**config.mk**
```make
export PLATFORM = sky130hd
export DESIGN_NAME = icon_rom_arbiter
export DESIGN_NICKNAME = d
export VERILOG_FILES = /design/src/rtl/icon_pkg.sv /design/src/rtl/rr_arbiter.sv /design/src/rtl/icon_rom_arbiter.sv
export SDC_FILE = /design/constraint.sdc
export NUM_CORES = 1
export LEC_CHECK = 0
export ABC_CLOCK_PERIOD_IN_PS = 3600
export CAP_MARGIN = 10
export CORE_MARGIN = 4
export CORE_UTILIZATION = 42
export CTS_CLUSTER_DIAMETER = 40
export DETAILED_ROUTE_END_ITERATION = 8
export PLACE_DENSITY = 0.86
export SLEW_MARGIN = 20
export SYNTH_ARGS = -nofsm -noshare
export SYNTH_HDL_FRONTEND = slang
export SYNTH_SLANG_ARGS = --single-unit
```
**constraint.sdc**
```tcl
create_clock -name clk -period 3.6 [get_ports clk]
set_clock_uncertainty 0.1 [all_clocks]
set_input_delay 0.72 -clock clk [delete_from_list [all_inputs] [get_ports clk]]
set_output_delay 0.72 -clock clk [all_outputs]
set_load 0.1 [all_outputs]
```
**src/rtl/icon_pkg.sv**
```systemverilog
// Shared definitions for the 40x40 icon ROM and its clients.
// Contents: icon geometry, ROM address/pixel widths, the value returned for
// out-of-range reads, and a helper that maps (x, y) to a ROM word address.
package icon_pkg;

   localparam int ICON_W      = 40;
   localparam int ICON_H      = 40;
   localparam int ICON_DEPTH  = ICON_W * ICON_H;
   localparam int ICON_ADDR_W = 11;
   localparam int PIX_W       = 8;

   localparam logic [PIX_W-1:0] TRANSPARENT_PIX = 8'h00;

   // Row-major pixel address inside the icon.
   function automatic logic [ICON_ADDR_W-1:0] icon_addr(input int x, input int y);
      return ICON_ADDR_W'(y * ICON_W + x);
   endfunction

endpackage

```
**src/rtl/rr_arbiter.sv**
```systemverilog
// Round-robin arbiter with a rotating priority pointer.
// Ports:
//   clk, rst_n : clock and asynchronous active-low reset
//   req  [N]   : request vector
//   advance    : a grant was taken this cycle; move the pointer past the winner
//   gnt  [N]   : combinational one-hot grant, forced to 0 while rst_n is low
// Scanning starts at ptr and wraps, so a busy requester waits at most N-1
// cycles.
module rr_arbiter #(
   parameter int N = 4
) (
   input  logic         clk,
   input  logic         rst_n,
   input  logic [N-1:0] req,
   input  logic         advance,
   output logic [N-1:0] gnt
);

   localparam int PTR_W = (N > 1) ? $clog2(N) : 1;

   logic [PTR_W-1:0] ptr;
   logic [PTR_W-1:0] win;
   logic [PTR_W-1:0] sel;
   logic             found;

   always_comb begin
      gnt   = '0;
      win   = '0;
      sel   = '0;
      found = 1'b0;
      for (int k = 0; k < N; k++) begin
         sel = PTR_W'((int'(ptr) + k) % N);
         if (!found && req[sel]) begin
            gnt[sel] = 1'b1;
            win      = sel;
            found    = 1'b1;
         end
      end
      if (!rst_n) begin
         gnt = '0;
      end
   end

   always_ff @(posedge clk or negedge rst_n) begin
      if (!rst_n) begin
         ptr <= '0;
      end else if (advance) begin
         ptr <= (win == PTR_W'(N - 1)) ? '0 : win + 1'b1;
      end
   end

endmodule

```
**src/rtl/icon_rom_arbiter.sv**
```systemverilog
// Shares one combinational icon ROM between N_REQ pixel requesters.
// One access is accepted per cycle (round-robin); the ROM address is
// registered, and the read data is registered one cycle later and returned
// with a one-hot rvalid naming the requester.
// Ports:
//   clk, rst_n : clock and asynchronous active-low reset
//   req        : per-requester request, held with its address until gnt
//   req_addr   : packed addresses, requester i at [i*ADDR_W +: ADDR_W]
//   gnt        : combinational one-hot accept
//   rvalid     : one-hot single-cycle response marker
//   rdata      : response data, meaningful while |rvalid
//   rom_addr   : registered ROM address
//   rom_data   : combinational ROM output for rom_addr
// Latency: gnt in t, rom_addr in t+1, rvalid/rdata in t+2.
module icon_rom_arbiter
   import icon_pkg::*;
#(
   parameter int                N_REQ    = 4,
   parameter int                ADDR_W   = ICON_ADDR_W,
   parameter int                DATA_W   = PIX_W,
   parameter int                DEPTH    = ICON_DEPTH,
   parameter logic [DATA_W-1:0] OOB_DATA = TRANSPARENT_PIX
) (
   input  logic                    clk,
   input  logic                    rst_n,
   input  logic [N_REQ-1:0]        req,
   input  logic [N_REQ*ADDR_W-1:0] req_addr,
   output logic [N_REQ-1:0]        gnt,
   output logic [N_REQ-1:0]        rvalid,
   output logic [DATA_W-1:0]       rdata,
   output logic [ADDR_W-1:0]       rom_addr,
   input  logic [DATA_W-1:0]       rom_data
);

   // One extra bit so DEPTH == 2**ADDR_W still compares correctly.
   localparam logic [ADDR_W:0] DEPTH_LIM = (ADDR_W + 1)'(DEPTH);

   logic              accept;
   logic [ADDR_W-1:0] win_addr;
   logic              win_oob;

   logic [N_REQ-1:0]  sel1;
   logic              oob1;
   logic              v1;

   rr_arbiter #(
      .N (N_REQ)
   ) u_rr (
      .clk     (clk),
      .rst_n   (rst_n),
      .req     (req),
      .advance (accept),
      .gnt     (gnt)
   );

   // gnt only ever lands on a requesting bit, so any grant is a transfer.
   assign accept = |gnt;

   // gnt is one-hot, so OR-ing the gated slices selects the winner's address.
   always_comb begin
      win_addr = '0;
      for (int i = 0; i < N_REQ; i++) begin
         if (gnt[i]) begin
            win_addr = win_addr | req_addr[i*ADDR_W +: ADDR_W];
         end
      end
   end

   assign win_oob = ({1'b0, win_addr} >= DEPTH_LIM);

   always_ff @(posedge clk or negedge rst_n) begin
      if (!rst_n) begin
         rom_addr <= '0;
         sel1     <= '0;
         oob1     <= 1'b0;
         v1       <= 1'b0;
      end else begin
         v1 <= accept;
         if (accept) begin
            rom_addr <= win_addr;
            sel1     <= gnt;
            oob1     <= win_oob;
         end
      end
   end

   always_ff @(posedge clk or negedge rst_n) begin
      if (!rst_n) begin
         rvalid <= '0;
         rdata  <= '0;
      end else begin
         rvalid <= v1 ? sel1 : '0;
         if (v1) begin
            rdata <= oob1 ? OOB_DATA : rom_data;
         end
      end
   end

endmodule

```
==> impl_metrics.csv, run 1 <==
group,metric,value,unit
critical_path,cp.arrival,2.53,ns
synthesis,yosys.area.top_type_share,0.407,
die,rows,24,
die,core_area,4380,um^2
global_routing,grt_pass1_wl,8.50,mm
critical_path,path_cells,"inv_1, ha_1, mux4_2, nor3b_2, o2bb2ai_1, o21a_2, buf_12",
synthesis,synth_area,1910,um^2
clock_network,path_clk_slew,0.06,ns
sta,maxSlewHeadroom,0.331,
synthesis,synth.top_cells.by_area,"dfrtp_1 (41%), a22oi_1 (6.3%), ha_1 (5.2%), mux4_2 (4.7%), nand3b_1 (3.5%)",
routing,drt-pass1-iter-count,4,
synthesis,yosysUniqueCellTypes,38,
synthesis,syn_avg_cell_area,10.3,um^2
layout,fillers,344,
synthesis,synth_edf_count,0,
clock_network,clkSinkCount,31,
place,dp_hpwl,4.47,mm
hold_path,hold_class,"primary input to async pin",
die,die_x,75.4,um
clock_network,clk_path_buf_depth,2,
layout,final_cells,339,
run_status,status,"complete, no violations",
critical_path,end_kind,"output port",
flow_run,maxCapViolCount,0,
critical_path,cp_slowest_cell,"mux4_2",
sta,fmaxAchievable,0.299,GHz
global_routing,antenna_found_initial,0,
synthesis,yosys_warnings,0,
layout,area_delta_synth_final,58.0,%
global_routing,grt_use_total,0.197,
synthesis,synth_top_family_by_area,"compound AO/OA/AOI/OAI gates",
synthesis,synth_compound_area_frac,0.244,
critical_path,worstPathRequired,2.78,ns
global_routing,grt_overflow,0,
die,die_y,75.4,um
synthesis,synth_cells,186,
clock_network,cts.htree.levels,2,
routing,drc,0,
place,port_buffers,84,
critical_path,slowest_delay,0.42,ns
place,dp_cells,326,
synthesis,synth_adder_area_share,0.0525,
routing,drt_iter0_markers,106,
routing,avgViaCountPerCell,5.54,
synthesis,yosys.area_share.simple,0.165,
global_routing,grt_max_degree,33,
layout,n_antenna_cell,0,
sta,worst_pin_slew,1.00,ns
synthesis,syn_nets,252,
place,gp_congestion,0.815,
critical_path,critPathTopFamily,"multiplexers",
routing,wire_per_inst,16.7,um
synthesis,yosys.area_share.xor_xnor,0.00918,
layout,final_nets,352,
routing,postRouteAntennaNets,0,
sta,rsz0062_at_grt,"false",
routing,num_vias,1878,
critical_path,cp.buffers_inverters,2,
sta,finalHoldViolations,0,
synthesis,synth_common_cells,"dfrtp_1 (31), a22oi_1 (16), inv_1 (12)",
sta,post-route-period-util,0.929,
synthesis,yosysSeqAreaShare,0.407,
sta,period_minus_slack,3.35,ns
synthesis,synth_seq_cells,31,
die,dieArea,5690,um^2
synthesis,synthArstFlopShare,1.00,
layout,drive_gt1_frac,0.167,
die,io_pins,85,
clock_network,cts_root_buf,"clkbuf_8",
critical_path,r2r_cells,12,
routing,postRouteWirelength,5.67,mm
critical_path,cp_max_fo,6,
global_routing,grt_pass1_vias,1819,
synthesis,yosysTopAreaCell,"dfrtp_1",
clock_network,holdBufCountCts,0,
clock_network,clk_latency,0.28,ns
synthesis,ys_dominant_reg_cell,"dfrtp_1",
synthesis,yosysMostFrequentCell,"dfrtp_1",
critical_path,crit_type,"flop to output port",
critical_path,worst_setup_path_start_kind,"flop",
die,initial_utilization,0.435,
synthesis,synthMuxAreaShare,0.0525,
sta,slew_violations,0,
clock_network,numCtsBuffers,5,
sta,setup_viol,0,
clock_network,cts_tree,"yes",
critical_path,regToRegSetupSlack,0.48,ns
-- sequential cells by signal, summed over array words and instances (netlist names), named ones only --
signal and count:
rvalid 4, u_rr.ptr 1, v1 1, oob1 1, rom_addr 11, rdata 8
sel1 4
-- layout make-up --
class / instances / area [um^2] / area share
Sequential cell: 31 / 776 / 0.257
Clock inverter: 1 / 5.00 / 0.00166
Clock buffer: 7 / 76.3 / 0.0253
Inverter: 15 / 56.3 / 0.0187
Tap cell: 52 / 65.1 / 0.0216
Timing Repair Buffer: 104 / 1040 / 0.344
Multi-Input combinational cell: 129 / 1000 / 0.332
-- what timing repair did --
action                     CTS  global route
gates cloned                 0             0
setup buffers                2             3
setup endpoints to repair    2             4
resized for setup            1             4
pin swaps                    1             2
-- worst reg2reg max path, cell delays in order (launching register included) --
cell and delay, ns:
dfrtp_1 0.34, inv_1 0.11, ha_1 0.41, mux4_2 0.42, buf_4 0.18, a21oi_1 0.14
o2bb2ai_1 0.12, o21a_2 0.24, buf_4 0.19, nor4_4 0.34, inv_2 0.18, o21ai_1 0.14
xnor2_1 0.14
-- kinds of logic (layout without fill, tap and decap cells) --
| family | count (synthesis) | count (layout) |
|---|---|---|
| muxes | 5 | 5 |
| buffers and inverters | 26 | 127 |
| DFF | 31 | 31 |
| AOI/OAI and AO/OA | 66 | 66 |
| and+or+nand+nor | 48 | 48 |
| xor gates and xnor gates | 2 | 2 |
| adders and majority gates | 8 | 8 |
-- per-layer routing --
metal	share of wire	GRT usage
met1	0.39	0.240
met4	0.020	0.0621
met5	0	0
met2	0.52	0.343
met3	0.076	0.0475
-- stage by stage --
step,util,TNS (ns),hold WS [ns],area (um^2),setup WS (ns)
after floorplan,-,0,0.324,1910,0.107
after global placement,0.658,0,0.352,2880,0.0218
after detailed placement,0.658,-0.161,0.357,2880,-0.0705
after CTS,0.680,0,0.193,2980,0.00345
after global routing,0.688,0,0.203,3010,0.0692
final,0.688,0,0.198,3010,0.254
-- layout by cell type, fill, tap and decap left out, types with 5 or more instances in the layout --
cell	instances
clkdlybuf4s50_1	75
dfrtp_1	31
buf_4	20
a22oi_1	16
inv_1	12
nor2_1	9
nand3b_1	9
o21ai_0	9
nor2b_1	8
ha_1	8
nand2_1	7
a21oi_1	6
o211ai_1	6
a31oi_1	6
and2_1	5
clkbuf_8	5
-- worst max path at each step --
stage          slack [ns]  endpoint  startpoint  cells past startpoint
2_1_floorplan        0.11    gnt[2]        flop                      8
3_3_place_gp         0.02    gnt[0]      req[1]                      7
3_5_place_dp        -0.07      flop      req[1]                     11
4_1_cts             0.003    gnt[0]      req[1]                      7
5_1_grt              0.07    gnt[0]        flop                      8
6_report             0.25    gnt[3]        flop                      7
Power of run 1 is left out: the tool's default activity adds up to more than one toggle a clock period on the data nets, which glitch-free logic cannot reach.
==> run 2, diff against run 1 <==
SKIP_CTS_REPAIR_TIMING = 1   (was default)
==> run 2 against run 1 <==
Compared with the run above:
- hold slack got worse by 0.0033 ns
- largest cell class unchanged
- worst setup slack worse by 0.030 ns
- highest routed layer unchanged
- register-to-register slack got worse by 0.02 ns
- global-route usage decreased by 0.11 points
- critical endpoint is now gnt[0]
- final area is 0.75% lower
- critical path type unchanged
==> impl_metrics.csv, run 2 (synthesis gave the netlist of run 1 again) <==
group,metric,value,unit
run_status,status,"complete, no violations",
routing,num_vias,1860,
routing,drt-pass1-iter-count,4,
routing,top_layer,"met4",
critical_path,path_cells,"inv_1, ha_1, mux4_2, nor4b_4, and2_4, o21ai_2, inv_2, buf_12",
layout,n_antenna_cell,0,
layout,largest_reg_flops,11,
die,die_y,75.4,um
flow_run,maxCapViolCount,0,
clock_network,clk_path_buf_depth,2,
layout,final_core_util,0.682,
critical_path,slowest_delay,0.43,ns
layout,area_delta_synth_final,56.8,%
routing,postRouteAntennaNets,0,
critical_path,worst_setup_path_start_kind,"flop",
layout,fillers,342,
sta,rsz0062_at_grt,"false",
clock_network,cts.htree.levels,2,
clock_network,clkSinkCount,31,
clock_network,clk_latency,0.28,ns
sta,maxSlewHeadroom,0.331,
hold_path,hold_class,"primary input to async pin",
routing,drc,0,
routing,wl_met2,2.90,mm
sta,worst_pin_slew,1.00,ns
layout,largest_register,"rom_addr",
die,io_pins,85,
die,die_x,75.4,um
die,dieArea,5690,um^2
critical_path,cp_max_fo,7,
layout,top_regs,"rom_addr x11, rdata x8",
routing,avgViaCountPerCell,5.54,
global_routing,grt_pass1_vias,1804,
layout,seq_area,776,um^2
critical_path,cp.arrival,2.56,ns
die,initial_utilization,0.435,
critical_path,regToRegSetupSlack,0.46,ns
global_routing,grt_pass1_wl,8.45,mm
routing,drt_iter0_markers,105,
global_routing,grt_overflow,0,
routing,wl_met3,424,um
sta,slew_violations,0,
place,gp_congestion,0.815,
clock_network,path_clk_slew,0.06,ns
critical_path,cp.buffers_inverters,3,
sta,finalHoldViolations,0,
clock_network,cts_root_buf,"clkbuf_8",
routing,postRouteWirelength,5.67,mm
layout,drive_gt1_frac,0.158,
layout,final_nets,349,
place,port_buffers,84,
clock_network,numCtsBuffers,5,
critical_path,critPathTopFamily,"simple AND/OR/NAND/NOR gates",
global_routing,antenna_found_initial,0,
place,dp_hpwl,4.47,mm
sta,post-route-period-util,0.938,
layout,fin_area,2990,um^2
sta,setup_viol,0,
critical_path,end_kind,"output port",
critical_path,cp_slowest_cell,"mux4_2",
place,placed_area,2880,um^2
critical_path,crit_type,"flop to output port",
layout,multi_input_area,1000,um^2
sta,fmaxAchievable,0.296,GHz
sta,period_minus_slack,3.38,ns
critical_path,worstPathRequired,2.78,ns
die,rows,24,
clock_network,cts_tree,"yes",
routing,wire_per_inst,16.9,um
critical_path,r2r_cells,12,
layout,final_common_cell,"clkdlybuf4s50_1",
global_routing,grt_max_degree,33,
global_routing,grt_use_total,0.196,
layout,layout_common_cells,"clkdlybuf4s50_1 (75), dfrtp_1 (31), buf_4 (17)",
die,core_area,4380,um^2
routing,met1_length,2.21,mm
==> run 2: how the worst max path moves through the flow <==
stage / startpoint / slack (ns) / cells past startpoint / to
finish: flop / 0.22 / 8 / gnt[0]
global route: flop / 0.07 / 8 / gnt[0]
CTS: req[1] / -0.04 / 7 / gnt[0]
detailed placement: req[1] / -0.07 / 11 / flop
global placement: req[1] / 0.02 / 7 / gnt[0]
floorplan: flop / 0.11 / 8 / gnt[2]
==> run 2: routing by layer <==
layer  GRT usage  up-vias
met2       0.338       74
met1       0.241      892
li1            -      881
met5           0        -
met3      0.0475       13
met4      0.0621        0
==> run 2: layout make-up <==
| class | instances | area share |
|---|---|---|
| clock buffer | 7 | 0.0255 |
| clock inverter | 1 | 0.00167 |
| inverter | 15 | 0.0188 |
| multi-input combinational | 129 | 0.334 |
| sequential | 31 | 0.259 |
| tap | 52 | 0.0217 |
| timing repair buffer | 101 | 0.339 |
==> run 2: per-stage QoR <==
step	hold slack (ns)	cells	setup TNS, ns	worst slack [ns]
after detailed placement	0.357	326	-0.161	-0.0705
after global placement	0.352	326	0	0.0218
after CTS	0.193	334	-0.0436	-0.0408
after global routing	0.203	336	0	0.0651
final	0.194	336	0	0.224
after floorplan	0.324	186	0	0.107
Power of run 2 is left out for the same reason.
==> run 3, diff against run 2 <==
PLACE_DENSITY = 0.84   (was 0.86)
==> run 3 against run 2 <==
Compared with the run above:
- critical path depth is the same
- critical path type unchanged
- core utilization is 0.66 points higher
- largest cell class unchanged
- fmax shrank 0.43%
==> impl_metrics.csv, run 3 (synthesis gave the netlist of run 1 again) <==
group,metric,value,unit
place,gp_congestion,0.917,
global_routing,grt_pass1_wl,8.96,mm
critical_path,cp.buffers_inverters,3,
layout,top_regs,"rom_addr x11, rdata x8",
sta,finalHoldViolations,0,
global_routing,grt_overflow,0,
critical_path,cp_max_fo,5,
layout,layout_common_cells,"clkdlybuf4s50_1 (75), dfrtp_1 (31), buf_4 (18)",
global_routing,grt_max_degree,32,
place,dp_hpwl,4.39,mm
place,dp_cells,324,
die,core_area,4380,um^2
critical_path,r2r_cells,12,
die,rows,24,
clock_network,path_clk_slew,0.06,ns
layout,largest_reg_flops,11,
layout,fin_area,3020,um^2
layout,largest_register,"rom_addr",
critical_path,regToRegSetupSlack,0.47,ns
clock_network,numCtsBuffers,5,
clock_network,clk_path_buf_depth,2,
sta,layout_setup_ws,0.210,ns
layout,final_common_cell,"clkdlybuf4s50_1",
clock_network,cts.htree.levels,2,
clock_network,cts_tree,"yes",
sta,setup_viol,0,
die,initial_utilization,0.435,
sta,fmaxAchievable,0.295,GHz
sta,slew_violations,0,
critical_path,worstPathRequired,2.78,ns
layout,final_nets,350,
layout,area_delta_synth_final,58.3,%
critical_path,r2r_end,"u_rr.ptr[1]",
die,die_x,75.4,um
critical_path,slowest_delay,0.42,ns
critical_path,crit_type,"flop to output port",
die,io_pins,85,
routing,drt_iter0_markers,90,
global_routing,antenna_found_initial,0,
die,die_y,75.4,um
clock_network,clk_latency,0.28,ns
layout,final_cells,336,
flow_run,maxCapViolCount,0,
clock_network,clkSinkCount,31,
global_routing,grt_use_total,0.209,
sta,post-route-period-util,0.942,
routing,wire_per_inst,17.3,um
place,dp_slack,-0.0583,ns
critical_path,end_kind,"output port",
place,placed_area,2870,um^2
hold_path,hold_class,"primary input to async pin",
place,port_buffers,84,
routing,postRouteAntennaNets,0,
routing,postRouteWirelength,5.82,mm
routing,avgViaCountPerCell,5.68,
global_routing,grt_pass1_vias,1934,
critical_path,critPathTopFamily,"simple AND/OR/NAND/NOR gates",
routing,top_layer,"met4",
routing,wl_met2,3.10,mm
critical_path,cp.arrival,2.57,ns
die,dieArea,5690,um^2
routing,drc,0,
sta,maxSlewHeadroom,0.338,
routing,met1_length,2.23,mm
routing,wl_met3,392,um
critical_path,worst_setup_path_start_kind,"flop",
run_status,status,"complete, no violations",
sta,rsz0062_at_grt,"false",
layout,n_antenna_cell,0,
critical_path,cp_slowest_cell,"mux4_2",
clock_network,cts_root_buf,"clkbuf_8",
critical_path,path_cells,"inv_1, ha_1, mux4_2, nor4b_4, and2_4, o21ai_2, inv_2, buf_12",
sta,period_minus_slack,3.39,ns
routing,num_vias,1909,
layout,drive_gt1_frac,0.173,
sta,worst_pin_slew,0.991,ns
routing,drt-pass1-iter-count,4,
run 3: metal layers:
| layer | vias up | global-route usage |
|---|---|---|
| met1 | 939 | 0.249 |
| li1 | 880 | - |
| met2 | 80 | 0.373 |
| met3 | 10 | 0.0541 |
| met4 | 0 | 0.0544 |
| met5 | - | 0 |
run 3: area by class of cell:
cell class	count	area, um^2
Timing Repair Buffer	102	1020
Fill cell	331	1360
Clock inverter	1	5.00
Tap cell	52	65.1
Multi-Input combinational cell	129	1010
Sequential cell	31	776
Clock buffer	6	82.6
Inverter	15	56.3
run 3: worst register-to-register path, cell delays in order, from the launching register on:
cell and delay, ns:
dfrtp_1 0.37, inv_1 0.11, ha_1 0.39, mux4_2 0.42, buf_4 0.19, a21oi_1 0.16, o2bb2ai_1 0.13, o21a_2 0.24
buf_4 0.20, nor4_4 0.31, buf_4 0.24, nor2_1 0.06, a21oi_1 0.13
run 3: how the worst max path moves through the flow:
stage / start / to / depth (start not counted)
floorplan: flop / gnt[2] / 8
global placement: req[3] / gnt[3] / 6
detailed placement: req[1] / gnt[0] / 7
CTS: req[1] / gnt[0] / 7
global route: flop / gnt[0] / 8
finish: flop / gnt[0] / 8
run 3: through the flow:
| step | TNS, ns | hold WS, ns | utilization |
|---|---|---|---|
| finish | 0 | 0.214 | 0.689 |
| global route | 0 | 0.211 | 0.689 |
| CTS | -0.179 | 0.205 | 0.674 |
| detailed placement | -0.216 | 0.363 | 0.654 |
| global placement | -0.00517 | 0.353 | 0.654 |
| floorplan | 0 | 0.324 | - |
Power of run 3 is left out for the same reason.
